===== config.mk =====
export PLATFORM = sky130hd
export DESIGN_NAME = ws2812_strand_driver
export DESIGN_NICKNAME = d
export VERILOG_FILES = /design/src/rtl/ws2812_strand_driver.sv
export SDC_FILE = /design/constraint.sdc
export NUM_CORES = 1
export LEC_CHECK = 0
export ABC_AREA = 1
export BUFFER_PORTS_ARGS = -buffer_cell sky130_fd_sc_hd__buf_2
export CAP_MARGIN = 5
export CELL_PAD_IN_SITES_DETAIL_PLACEMENT = 0
export CELL_PAD_IN_SITES_GLOBAL_PLACEMENT = 2
export CORE_ASPECT_RATIO = 1.2
export CORE_MARGIN = 10
export CORE_UTILIZATION = 34
export DETAILED_ROUTE_END_ITERATION = 6
export GPL_TIMING_DRIVEN = 0
export MAX_ROUTING_LAYER = met4
export PLACE_DENSITY_LB_ADDON = 0.1
export SLEW_MARGIN = 20
export SYNTH_ARGS = -nofsm -noshare
export SYNTH_HDL_FRONTEND = slang
export SYNTH_SLANG_ARGS = --single-unit

===== constraint.sdc =====
create_clock -name clk -period 1.85 [get_ports clk]
set_input_delay 0.0925 -clock clk [delete_from_list [all_inputs] [get_ports clk]]
set_output_delay 0.0925 -clock clk [all_outputs]
set_load 0.005 [all_outputs]

===== src/rtl/ws2812_strand_driver.sv =====
// WS2812 strand driver: requests per-LED GRB colours, serialises them MSB first
// as high/low pulse pairs, and closes every frame with a low latch gap.
module ws2812_strand_driver #(
   parameter int NUM_LEDS          = 50,
   parameter int LED_ADDRESS_WIDTH = 6,
   parameter int COLOR_LATENCY     = 2,
   parameter int T0H_CYCLES        = 35,
   parameter int T0L_CYCLES        = 80,
   parameter int T1H_CYCLES        = 70,
   parameter int T1L_CYCLES        = 55,
   parameter int RESET_CYCLES      = 28000
) (
   input  logic                         clk,
   input  logic                         rst,
   output logic [LED_ADDRESS_WIDTH-1:0] next_led_request,
   input  logic [7:0]                   green_in,
   input  logic [7:0]                   red_in,
   input  logic [7:0]                   blue_in,
   input  logic                         color_valid,
   output logic                         strand_out,
   output logic                         busy,
   output logic                         frame_done
);
   function automatic int max2(input int a, input int b);
      return (a > b) ? a : b;
   endfunction

   localparam int MAXT = max2(max2(max2(T0H_CYCLES, T0L_CYCLES), max2(T1H_CYCLES, T1L_CYCLES)),
                              RESET_CYCLES);
   localparam int TW = $clog2(MAXT) + 1;
   localparam int LW = $clog2(COLOR_LATENCY + 1) + 1;
   localparam int AW = LED_ADDRESS_WIDTH;

   localparam logic [TW-1:0] RST_END = TW'(RESET_CYCLES - 1);
   localparam logic [TW-1:0] T0H_END = TW'(T0H_CYCLES - 1);
   localparam logic [TW-1:0] T0L_END = TW'(T0L_CYCLES - 1);
   localparam logic [TW-1:0] T1H_END = TW'(T1H_CYCLES - 1);
   localparam logic [TW-1:0] T1L_END = TW'(T1L_CYCLES - 1);
   localparam logic [LW-1:0] LAT     = LW'(COLOR_LATENCY);
   localparam logic [AW-1:0] LAST    = AW'(NUM_LEDS - 1);

   typedef enum logic [2:0] {RESET_GAP, FETCH, LOAD, SEND_HIGH, SEND_LOW} state_t;

   state_t        state, state_nx;
   logic [TW-1:0] timer;
   logic [23:0]   shreg;
   logic [4:0]    bit_cnt;
   logic [AW-1:0] led_idx, req_nx;
   logic [LW-1:0] lat;
   logic          timer_done, last_led, last_bit;

   assign last_led = (led_idx == LAST);
   assign last_bit = (bit_cnt == 5'd23);

   always_comb begin
      state_nx   = state;
      req_nx     = next_led_request;
      timer_done = 1'b0;
      strand_out = 1'b0;
      busy       = 1'b0;
      frame_done = 1'b0;
      unique case (state)
         RESET_GAP: begin
            timer_done = (timer == RST_END);
            frame_done = timer_done;
            if (timer_done) state_nx = FETCH;
         end
         FETCH: begin
            if (lat >= LAT && color_valid) state_nx = LOAD;
         end
         LOAD: begin
            busy     = 1'b1;
            // prefetch the next colour while this LED is being shifted out
            req_nx   = last_led ? '0 : led_idx + AW'(1);
            state_nx = SEND_HIGH;
         end
         SEND_HIGH: begin
            busy       = 1'b1;
            strand_out = 1'b1;
            timer_done = (timer == (shreg[23] ? T1H_END : T0H_END));
            if (timer_done) state_nx = SEND_LOW;
         end
         SEND_LOW: begin
            busy       = 1'b1;
            timer_done = (timer == (shreg[23] ? T1L_END : T0L_END));
            if (timer_done) begin
               if (!last_bit)     state_nx = SEND_HIGH;
               else if (last_led) state_nx = RESET_GAP;
               else               state_nx = FETCH;
            end
         end
         default: state_nx = RESET_GAP;
      endcase
   end

   always_ff @(posedge clk) begin
      if (rst) begin
         state            <= RESET_GAP;
         timer            <= '0;
         shreg            <= '0;
         bit_cnt          <= '0;
         led_idx          <= '0;
         next_led_request <= '0;
         lat              <= '0;
      end else begin
         state            <= state_nx;
         next_led_request <= req_nx;

         if (req_nx != next_led_request) lat <= '0;
         else if (lat < LAT)             lat <= lat + LW'(1);

         // timer only runs in the timed states and restarts on every transition
         if (state_nx != state || state == FETCH || state == LOAD) timer <= '0;
         else                                                     timer <= timer + TW'(1);

         if (state == LOAD) begin
            shreg   <= {green_in, red_in, blue_in};
            bit_cnt <= '0;
         end else if (state == SEND_LOW && timer_done) begin
            shreg   <= {shreg[22:0], 1'b0};
            bit_cnt <= bit_cnt + 5'd1;
            if (last_bit) led_idx <= last_led ? '0 : led_idx + AW'(1);
         end
      end
   end
endmodule


==> impl_metrics.csv <==
group,metric,value,unit
status,status,"finished, final reports clean",
power_and_ir_drop,irDropWorstVdd,405,µV
grt,grt_max_degree,13,
hold_path,min_to,"shreg[0]",
timing,finClkSkew,6.27,ps
logic_synthesis,yosysMostFrequentCell,"nand2_1",
placement,dpl.hpwl,6570,µm
setup_path,r2r_slack,120,ps
logic_synthesis,yosysTopAreaCellShare,36.3,%
clock_tree,cts.sinks,63,
logic_synthesis,synth_seq_cells,63,
layout,diodes,0,
timing,finalCritPeriodShare,93.3,%
grt,grtUsageTotal,12.7,%
logic_synthesis,synth_top_family_by_area,"simple AND/OR/NAND/NOR gates",
routing,drt_iter0_drc,100,
clock_tree,cts_made_buffers,9,
clock_tree,worstSkewPairLatency,330,ps
setup_path,critPathMaxFanout,5,
logic_synthesis,yosysUniqueCellTypes,37,
logic_synthesis,ys_top_cells_by_count,"nand2_1, dfxtp_1, nor2_1",
layout,layout-drive-gt1-share,29.2,%
routing,detailroute.via_count,3204,
logic_synthesis,synth_area_leader_cell,"dfxtp_1",
layout,nets,565,
hold_path,holdCritPathClass,"input pin to flip-flop",
logic_synthesis,ys.flop_type,"dfxtp_1",
hold_path,holdPathStages,3,
placement,place.gp.congestion,0.750,
placement,numPortBuffers,34,
logic_synthesis,yosys.area_share.adder,2.16,%
power_and_ir_drop,p_leak,1.76,nW
setup_path,crit_path_end_kind,"flip-flop",
setup_path,r2r_cells,11,
floorplanning,rows,40,
routing,drc,0,
routing,first_pass_iters,4,
logic_synthesis,ys_warn_count,0,
timing,hold_violations,0,
logic_synthesis,synth-simple-area-share,34.2,%
setup_path,worstPathArrival,2000,ps
layout,area_delta_synth_final,27.5,%
timing,fmax,579,MHz
logic_synthesis,syn_nets,509,
timing,worst_pin_slew,561,ps
grt,antenna_found_initial,0,
logic_synthesis,synth-edff-count,0,
clock_tree,clk_pin_slew,60,ps
clock_tree,htree_levels,3,
floorplanning,core_area,10000,µm²
floorplanning,start_util,34.7,%
clock_tree,cts_hold_buf,0,
floorplanning,design.die.area,14700,µm²
hold_path,min_from,"blue_in[0]",
clock_tree,clockBufferDepth,2,
routing,wire_per_inst,13.4,µm
grt,grt_pass1_vias,3133,
logic_synthesis,synthMuxAreaShare,0,%
timing,setup_viol,0,
timing,min_period,1730,ps
clock_tree,cts_tree,"done",
logic_synthesis,async_reset_ff_share,0,%
setup_path,r2r-end,"timer[10]",
floorplanning,dieHeight,131,µm
setup_path,cp.required,2120,ps
layout,stdcell_area,4430,µm²
job,drv_cap,0,
logic_synthesis,avgSynthCellArea,7.30,µm²
routing,vias_per_cell,4.83,
power_and_ir_drop,powerDensity,850,nW/µm²
grt,grt_pass1_wl,15000,µm
setup_path,worstSetupPathType,"flip-flop to flip-flop",
logic_synthesis,synth_compound_area_share,13.9,%
routing,ant_nets,0,
timing,finalMaxSlewViolations,0,
logic_synthesis,synthCells,476,
placement,placed_area,3800,µm²
timing,setup-tns-final,0,ps
grt,gr-total-overflow,0,
routing,routed_wl,8890,µm
logic_synthesis,synth_xor_area_share,3.27,%
timing,relSlewSlack,62.6,%
clock_tree,clock-root-buffer,"clkbuf_16",
logic_synthesis,seq_area_frac_synth,36.3,%
logic_synthesis,synth_area_leaders,"dfxtp_1, nand2_1, a21oi_1",
floorplanning,die_w,112,µm
setup_path,start_kind,"flip-flop",
floorplanning,pin_count,36,
setup_path,r2r_start,"shreg[23]",
logic_synthesis,syn_area,3480,µm²
## state kept, by name (all words and copies together) (netlist names)
signal            count
shreg                24
led_idx               6
next_led_request      6
lat                   3
bit_cnt               5
state                 3
timer                16
## worst max-delay path by stage
stage               start    endpoint  cells past startpoint
2_1_floorplan    timer[0]    timer[7]                     10
3_3_place_gp   bit_cnt[0]   timer[13]                     11
3_5_place_dp   bit_cnt[0]   timer[13]                     11
4_1_cts        led_idx[0]   timer[13]                     11
5_1_grt         shreg[23]  led_idx[2]                     13
6_report        shreg[23]   timer[10]                     11
## report_power, final
| group | switching (W) | total, W | internal [W] |
|---|---|---|---|
| logic | 0.000138 | 0.000242 | 0.000104 |
| registers | 0.0000253 | 0.00141 | 0.00139 |
| clock network | 0.000656 | 0.00211 | 0.00146 |
| total | 0.000820 | 0.00377 | 0.00295 |
## cell usage in the layout, fill, tap and decap left out, types with 13 or more instances in the layout
| cell type | count |
|---|---|
| dfxtp_1 | 55 |
| nor2_1 | 40 |
| nand4_1 | 13 |
| nand2_2 | 24 |
| buf_2 | 38 |
| nand3_1 | 24 |
| a21oi_1 | 37 |
| inv_1 | 43 |
| nor2_4 | 14 |
| a22oi_1 | 22 |
| nand2_1 | 94 |
## stage by stage
stage / std cells / hold WS [ps] / utilization (%) / worst slack, ps / total power (W)
floorplan: 476 / 240 / - / 211 / 0.00160
detailed placement: 636 / 387 / 38.0 / -143 / 0.00167
global route: 663 / 59.1 / 44.3 / -19.4 / 0.00391
global placement: 636 / 382 / 38.0 / -144 / 0.00167
CTS: 653 / 33.8 / 41.9 / 14.1 / 0.00381
finish: 663 / 38.6 / 44.3 / 124 / 0.00377
## logic make-up after synthesis
kind of cell	Yosys count
adders and majority gates	6
buffers and inverters	73
xor gates and xnor gates	13
DFF	63
AOI/OAI and AO/OA	82
and+or+nand+nor	239
## area by class of cell
| cell class | instances | area, µm² |
|---|---|---|
| Buffer | 18 | 149 |
| Inverter | 55 | 216 |
| Multi-Input combinational cell | 340 | 1970 |
| Clock inverter | 7 | 145 |
| Fill cell | 1088 | 5580 |
| Timing Repair Buffer | 45 | 299 |
| Tap cell | 126 | 158 |
| Clock buffer | 9 | 225 |
| Sequential cell | 63 | 1270 |
## metal layers
metal,wire [µm],GRT usage (%)
met1,4030,14.7
met2,4480,21.1
met3,255,2.74
met4,127,5.46
met5,0,-
## what timing repair did
item | 4_1_cts | 5_1_grt
setup buffers | 1 | 8
endpoints found under the setup margin | 11 | 37
pin swaps | 1 | 12
resized for setup | 4 | 39
cloned | 0 | 2
## critical path, cell delays in order, from the launching register on
cell	delay, ps
dfxtp_4	350
buf_6	130
nor2_2	160
o21ai_1	100
nor2_1	130
nand2_1	80
nand2_2	110
nand4_1	160
nand2_4	120
nand2_8	70
clkbuf_16	180
nor2_4	70
No activity file was read; power rests on OpenSTA's default activity.
